**src/rtl/box_drawer_if.sv**
```systemverilog
// Position-update handshake between a location processor (master) and a box_drawer (slave).
// One (x, y, colour) update is transferred per edge with s_valid && s_ready.
interface box_drawer_if;
  logic       s_valid;
  logic       s_ready;
  logic [8:0] s_x;
  logic [8:0] s_y;
  logic [2:0] s_color;

  modport master (
    output s_valid,
    output s_x,
    output s_y,
    output s_color,
    input  s_ready
  );

  modport slave (
    input  s_valid,
    input  s_x,
    input  s_y,
    input  s_color,
    output s_ready
  );
endinterface

```
**src/rtl/box_drawer.sv**
```systemverilog
// Moving-object pixel writer: erases the previously drawn rectangle in the background colour,
// then draws the rectangle at the newly accepted position, one pixel per clock.
module box_drawer #(
  parameter logic [8:0] BOX_WIDTH     = 9'd10,
  parameter logic [8:0] BOX_HEIGHT    = 9'd48,
  parameter logic [8:0] SCREEN_WIDTH  = 9'd320,
  parameter logic [8:0] SCREEN_HEIGHT = 9'd240,
  parameter logic [2:0] BG_COLOR      = 3'b000
) (
  input  logic         clock,
  input  logic         reset_n,
  box_drawer_if.slave  s_if,
  output logic [8:0]   vga_x,
  output logic [7:0]   vga_y,
  output logic [2:0]   vga_color,
  output logic         vga_plot,
  output logic         done
);

  typedef enum logic [1:0] {StIdle, StErase, StDraw} state_e;

  state_e     state_q;
  logic [8:0] col_q, row_q;
  logic [8:0] prev_x_q, prev_y_q;
  logic [8:0] new_x_q, new_y_q;
  logic [2:0] new_color_q;
  logic       has_prev_q;
  logic       done_q;

  logic       last_col, last_row;
  logic [9:0] base_x, base_y, sum_x, sum_y;
  logic [2:0] pix_color;

  assign last_col    = (col_q == BOX_WIDTH - 9'd1);
  assign last_row    = (row_q == BOX_HEIGHT - 9'd1);
  assign s_if.s_ready = (state_q == StIdle);
  assign done        = done_q;

  // Sums are 10 bits wide so off-screen pixels are detected before truncation.
  always_comb begin
    base_x    = {1'b0, new_x_q};
    base_y    = {1'b0, new_y_q};
    pix_color = new_color_q;
    if (state_q == StErase) begin
      base_x    = {1'b0, prev_x_q};
      base_y    = {1'b0, prev_y_q};
      pix_color = BG_COLOR;
    end
    sum_x = base_x + {1'b0, col_q};
    sum_y = base_y + {1'b0, row_q};

    vga_x     = 9'd0;
    vga_y     = 8'd0;
    vga_color = 3'd0;
    vga_plot  = 1'b0;
    if (state_q != StIdle) begin
      vga_x     = sum_x[8:0];
      vga_y     = sum_y[7:0];
      vga_color = pix_color;
      vga_plot  = (sum_x < {1'b0, SCREEN_WIDTH}) && (sum_y < {1'b0, SCREEN_HEIGHT});
    end
  end

  always_ff @(posedge clock or negedge reset_n) begin
    if (!reset_n) begin
      state_q     <= StIdle;
      col_q       <= 9'd0;
      row_q       <= 9'd0;
      prev_x_q    <= 9'd0;
      prev_y_q    <= 9'd0;
      new_x_q     <= 9'd0;
      new_y_q     <= 9'd0;
      new_color_q <= 3'd0;
      has_prev_q  <= 1'b0;
      done_q      <= 1'b0;
    end else begin
      done_q <= 1'b0;
      case (state_q)
        StIdle: begin
          if (s_if.s_valid) begin
            new_x_q     <= s_if.s_x;
            new_y_q     <= s_if.s_y;
            new_color_q <= s_if.s_color;
            col_q       <= 9'd0;
            row_q       <= 9'd0;
            state_q     <= has_prev_q ? StErase : StDraw;
          end
        end
        StErase, StDraw: begin
          if (last_col) begin
            col_q <= 9'd0;
            if (last_row) begin
              row_q <= 9'd0;
              if (state_q == StErase) begin
                state_q <= StDraw;
              end else begin
                state_q    <= StIdle;
                prev_x_q   <= new_x_q;
                prev_y_q   <= new_y_q;
                has_prev_q <= 1'b1;
                done_q     <= 1'b1;
              end
            end else begin
              row_q <= row_q + 9'd1;
            end
          end else begin
            col_q <= col_q + 9'd1;
          end
        end
        default: state_q <= StIdle;
      endcase
    end
  end

endmodule

```
**src/flat_wrapper.sv**
```systemverilog
// flat-port wrapper written by rule: the top's interface ports become plain ports
module box_drawer_flat 
#(
  parameter logic [8:0] BOX_WIDTH     = 9'd10,
  parameter logic [8:0] BOX_HEIGHT    = 9'd48,
  parameter logic [8:0] SCREEN_WIDTH  = 9'd320,
  parameter logic [8:0] SCREEN_HEIGHT = 9'd240,
  parameter logic [2:0] BG_COLOR      = 3'b000
)
  (clock, reset_n, vga_x, vga_y, vga_color, vga_plot, done, s_if_s_valid, s_if_s_x, s_if_s_y, s_if_s_color, s_if_s_ready);
  box_drawer_if s_if_i ();
  input  logic clock;
  input  logic reset_n;
  output logic [8:0] vga_x;
  output logic [7:0] vga_y;
  output logic [2:0] vga_color;
  output logic vga_plot;
  output logic done;
  input wire logic [$bits(s_if_i.s_valid)-1:0] s_if_s_valid;
  input wire logic [$bits(s_if_i.s_x)-1:0] s_if_s_x;
  input wire logic [$bits(s_if_i.s_y)-1:0] s_if_s_y;
  input wire logic [$bits(s_if_i.s_color)-1:0] s_if_s_color;
  output wire logic [$bits(s_if_i.s_ready)-1:0] s_if_s_ready;
  assign s_if_i.s_valid = s_if_s_valid;
  assign s_if_i.s_x = s_if_s_x;
  assign s_if_i.s_y = s_if_s_y;
  assign s_if_i.s_color = s_if_s_color;
  assign s_if_s_ready = s_if_i.s_ready;
  box_drawer #(.BOX_WIDTH(BOX_WIDTH), .BOX_HEIGHT(BOX_HEIGHT), .SCREEN_WIDTH(SCREEN_WIDTH), .SCREEN_HEIGHT(SCREEN_HEIGHT), .BG_COLOR(BG_COLOR)) u_core (.clock(clock), .reset_n(reset_n), .s_if(s_if_i), .vga_x(vga_x), .vga_y(vga_y), .vga_color(vga_color), .vga_plot(vga_plot), .done(done));
endmodule
```
**config.mk**
```make
export PLATFORM = sky130hd
export DESIGN_NAME = box_drawer_flat
export DESIGN_NICKNAME = d
export VERILOG_FILES = /design/src/rtl/box_drawer_if.sv /design/src/rtl/box_drawer.sv /design/src/flat_wrapper.sv
export SDC_FILE = /design/constraint.sdc
export NUM_CORES = 1
export LEC_CHECK = 0
export BUFFER_PORTS_ARGS = -buffer_cell sky130_fd_sc_hd__buf_4
export CAP_MARGIN = 15
export CORE_MARGIN = 2
export CORE_UTILIZATION = 61
export CTS_BUF_LIST = sky130_fd_sc_hd__clkbuf_8
export CTS_CLUSTER_SIZE = 30
export DETAILED_ROUTE_END_ITERATION = 7
export GPL_ROUTABILITY_DRIVEN = 1
export PLACE_DENSITY = 0.86
export SETUP_SLACK_MARGIN = 0.05
export SLEW_MARGIN = 20
export SYNTH_ARGS = -nofsm -noshare
export SYNTH_HDL_FRONTEND = slang
export SYNTH_SLANG_ARGS = --single-unit
export TNS_END_PERCENT = 50
```
**constraint.sdc**
```tcl
create_clock -name clock -period 3.7 [get_ports clock]
set_input_delay 0.185 -clock clock [delete_from_list [all_inputs] [get_ports clock]]
set_output_delay 0.185 -clock clock [all_outputs]
set_load 0.005 [all_outputs]
```
Word-level counts from Yosys, hierarchy flattened
Cells that the tools add are included.

cells by class
  add/sub/neg operators = 4
  $lt $le $gt $ge = 2
  equal/unequal tests = 7
  mux-type cells = 23
  bitwise operators = 1
  reductions and logical operators = 10

operators with widths
  cell                   number
  $mux W9                7
  $pmux W9 S2            2
  $add A9 B9 Y10         2
  $add A9 B1 Y9 const B  2
  $lt A10 B8 Y1 const B  1
  $lt A10 B9 Y1 const B  1
  $mux W2                5
  $eq A9 B4 Y1 const B   1
  $eq A9 B6 Y1 const B   1
  $mux W8                1
  $mux W3                2
  $reduce_and A3 Y1      2
  $mux W1                5
  $ne A2 B1 Y1 const B   2
  $pmux W2 S2            1
  $reduce_and A2 Y1      2
  $reduce_and A4 Y1      1
  $reduce_bool A2 Y1     2
  $eq A2 B1 Y1 const B   1
  $eq A2 B2 Y1 const B   1
  $logic_not A2 Y1       1
  $ne A2 B2 Y1 const B   1
  $reduce_or A2 Y1       1
  $logic_and A1 B1 Y1    1
  $not A1 Y1             1

storage, ports and cells
  register bits after elaboration = 61
  input port bits = 24
  output and inout port bits = 23
  word-level logic and storage cells = 57

Depth between registers and ports, before layout
  word-level depth = 6
  mapped depth = 13
  gate-level depth less buffers = 12

Least setup slack after synthesis
OpenSTA, ideal clock, no wires.

  path type = register to output
  start = reg u_core.state_q[1]
  end = out vga_plot
  data arrival time = 3066 ps
  required time = 3515 ps
  setup slack = 449 ps
  stages on the path, launching flop included = 13
  buffers on the path = 1
  cell sequence = dfrtp_1 -> inv_1 -> ha_1 -> clkbuf_1 -> mux2_2 -> ha_1 -> fa_1 -> a211oi_1 -> o21ai_1 -> a31oi_1 -> xnor2_1 -> a21bo_1 -> and4_1

between the ends
  longest elaborated chain between the ends = 6

ends and longest elaborated chain
  what                                                   RTL line                            RTL
  start: declaration                                     box_drawer.sv:22                    state_e state_q;
  start signal: assignment                               box_drawer.sv:66                    state_q <= StIdle;
  start signal: assignment                               box_drawer.sv:86                    state_q <= has_prev_q ? StErase : StDraw;
  start signal: assignment                               box_drawer.sv:95                    state_q <= StDraw;
  $eq A2 B1 Y1                                           box_drawer.sv:44                    if (state_q == StErase) begin
  $mux W9                                                box_drawer.sv:44
  $add A9 B9 Y10 (on tied branches)                      box_drawer.sv:49, box_drawer.sv:50
  $lt A10 B9 Y1 / $lt A10 B8 Y1 (equally long branches)  box_drawer.sv:60                    vga_plot = (sum_x < {1'b0, SCREEN_WIDTH}) && (sum_y < {1'b0, SCREEN_HEIGHT});
  $logic_and A1 B1 Y1                                    box_drawer.sv:60
  $mux W1 *                                              box_drawer.sv:56                    if (state_q != StIdle) begin
  end: declaration                                       flat_wrapper.sv:17                  output logic vga_plot;

Every way passes the cells marked *; elsewhere a longest branch is shown, timed or not.

Final worst setup path
Ends and elaborated chain as after synthesis.

==> key figures <==
Critical path
  – Crit end category: output port
  – Worst r2r path cells: 8
  – R2R setup slack: 1380 ps
  – Slowest CP cell: fa_1
  – Crit Path Category: flop to output port
  – Crit path cell chain: inv_2 -> ha_4 -> mux2_2 -> ha_1 -> fa_1 -> a211oi_2 -> o21ai_1 -> a31oi_1 -> xnor2_1 -> a21bo_1 -> and4_1 -> buf_4
  – Crit start category: flop
  – Critical-path maximum fanout: 4
  – R2r endpoint: u_core.row_q[6]
  – CP arrival: 3390 ps
  – Crit-path max cell delay: 460 ps
  – Setup crit start: u_core.state_q[1]
  – WP data required: 3510 ps
  – R2R Path Start: u_core.state_q[0]

Route
  – Vias: 2988
  – Total wire length: 8800 um
  – Routed len/inst: 17.9 um
  – DR iter-0 viols: 192
  – Pre-Repair DR Iteration Count: 5
  – DRC viols: 0
  – Antenna Nets Post-Route: 0
  – DR vias/cell: 6.09

Timing
  – Setup TNS: 0 ps
  – Relative slew slack: 48.9%
  – Final setup fails: 0
  – Slew Viols, Final: 0
  – Final Hold Fails: 0
  – Final Skew: 9.34 ps
  – Final Cycle Share: 96.5%
  – RSZ-0062 raised after global routing: false
  – Fmax achieved: 280 MHz
  – Tmin final: 3570 ps
  – Worst-Margin Slew: 766 ps

Global routing
  – GRT overflow: 0
  – Pin count of the biggest net entering global routing: 62
  – GRT Total Usage: 26.7%
  – Number of global-route vias before repair: 3096
  – Initial antenna violation count: 0
  – Global-route wire length before repair: 14900 um

Clocking
  – CTS tree: yes
  – Num CTS Buffers: 9
  – Clock-pin transition on the worst setup and hold timing paths: 70 ps
  – CTS Buffer Depth: 2
  – H-tree depth: 3
  – Sink Count: 61
  – Clk_lat worst skew: 350 ps
  – Clock root buffer: clkbuf_8

Layout
  – Post-route insts no fill: 491
  – Area delta synth->final: 16.8%
  – FF/Latch Area: 0.00153 sq mm
  – FILL cells: 445
  – Area occupied by multi-input gates: 0.00229 sq mm
  – Layout Nets: 459
  – Final Util: 72.7%
  – ANT cells: 0
  – Layout cells sized above 1: 34.3%

Hold path
  – Worst hold path class: input pin to flop
  – Hold EP: u_core.new_y_q[4]
  – Hold path start: s_if_s_y[4]
  – Hold depth: 2

Synth
  – Sequential area share after synthesis: 39.3%
  – Synth unique cells: 57
  – Synth Cell Area: 0.00388 sq mm
  – Async set-reset flop share out of synthesis: 100%
  – Synth Instances: 358
  – Synth top area cells: dfrtp_1 (39%), mux2_2 (14%), ha_1 (7.7%), mux2_4 (3.5%), nor2_1 (2.9%)
  – Synth Register Bits: 61
  – Ys flop type: dfrtp_1
  – Dominant cell type by area after synthesis: dfrtp_1
  – Area fraction of the dominant cell type after synthesis: 39.3%
  – EDFF count, synth: 0
  – Yosys warns: 0
  – Most frequent cell after synthesis: dfrtp_1
  – Synthesized area per cell: 10.8 sq um
  – Syn Nets: 408
  – Top cells by count, synth: dfrtp_1 (61), mux2_2 (49), nor2_1 (30), ha_1 (24), o21ai_0 (19)

Floorplanning
  – # rows: 29
  – Initial Utilization: 62.2%
  – Die width: 83.8 um
  – I/O pin count: 47
  – Die Height: 83.8 um
  – Core outline area: 0.00624 sq mm
  – Die Area: 0.00702 sq mm

Power and ir drop
  – P_leak: 2.18 nW
  – Peak VDD IR: 532 uV
  – Power per cell area: 632 mW/mm^2

Placement
  – PortBufs: 46
  – Routability Congestion: 0.857
  – DP HPWL: 6040 um
  – Placed cell count: 472

Outcome
  – Status: complete, no violations

Job
  – Max-cap violations: 0
-- metrics by stage --
step,total power [mW],hold slack (ps),setup slack (ps),cell area (sq um)
after floorplan,1.78,-111,449,3880
after global placement,2.17,305,324,4280
after detailed placement,2.23,319,207,4280
after CTS,2.84,57.5,56.0,4510
after global routing,3.05,62.8,40.3,4530
final,2.86,63.3,129,4530
-- worst max path at each step --
stage	to	slack, ps	depth (start not counted)
floorplan	vga_plot	450	12
global placement	vga_plot	320	14
detailed placement	vga_plot	210	14
CTS	vga_plot	60	14
global route	vga_plot	40	12
finish	vga_plot	130	12
-- logic make-up after synthesis --
logic type               Yosys count  synth area share, %
adder cells (fa/ha/maj)           26                 8.77
AO/OA/AOI/OAI                     70                 12.2
multiplexers                      58                 17.7
flip-flops                        61                 39.3
XOR/XNOR                          16                 3.61
buffers and inverters             20                 2.45
AND/OR/NAND/NOR                  107                 16.0
-- per-layer routing --
metal | vias up | GRT usage, % | wire, um
met5 | - | 0 | 0
met3 | 25 | 5.44 | 371
met2 | 96 | 44.4 | 4310
met4 | 0 | 10.7 | 254
li1 | 1411 | - | -
met1 | 1456 | 34.2 | 3870
-- repair_timing --
action / in CTS / in global routing
pin swaps: 0 / 2
gates resized for setup: 5 / 3
setup buffers: 0 / 2
hold buffers: 1 / 0
endpoints found under the setup margin: 2 / 1
gates cloned: 0 / 0
endpoints found under the hold margin: 61 / 0
-- area by class of cell --
cell class | instances | share of cell area (%)
clock inverter | 6 | 1.21
multi-input combinational | 277 | 50.4
tap | 77 | 2.12
inverter | 9 | 0.745
sequential | 61 | 33.7
clock buffer | 10 | 3.04
timing repair buffer | 51 | 8.77
-- power breakdown --
part	total (mW)	switching [mW]	internal (mW)
registers	0.918	0.121	0.797
clock network	0.593	0.271	0.322
logic	1.35	0.694	0.659
-- state kept, by name (all words and copies together) (netlist names) --
register / flops
u_core.prev_x_q: 9
u_core.new_x_q: 9
u_core.state_q: 2
u_core.new_y_q: 9
u_core.row_q: 9
u_core.has_prev_q: 1
u_core.new_color_q: 3
u_core.done: 1
u_core.col_q: 9
u_core.prev_y_q: 9
-- cell usage in the layout (no fill, tap or decap), types with 7 or more instances in the layout --
cell type / n
a21oi_1: 7
buf_4: 49
clkbuf_8: 10
dfrtp_1: 61
ha_1: 22
inv_1: 9
mux2_2: 49
mux2_4: 9
nand2_1: 18
nand3_1: 7
nor2_1: 30
nor2b_1: 9
nor3_1: 8
o21ai_0: 19
xnor2_1: 7
xor2_1: 9
-- critical path: cells and delay by family, from the launching register on --
family | cells | cell delay (ps)
compound gates | 4 | 860
fa+ha+maj | 3 | 850
simple gates | 1 | 180
buf+inv | 2 | 230
mux | 1 | 340
xor+xnor | 1 | 160
flops | 1 | 410
(Power assumes the default switching activity.)
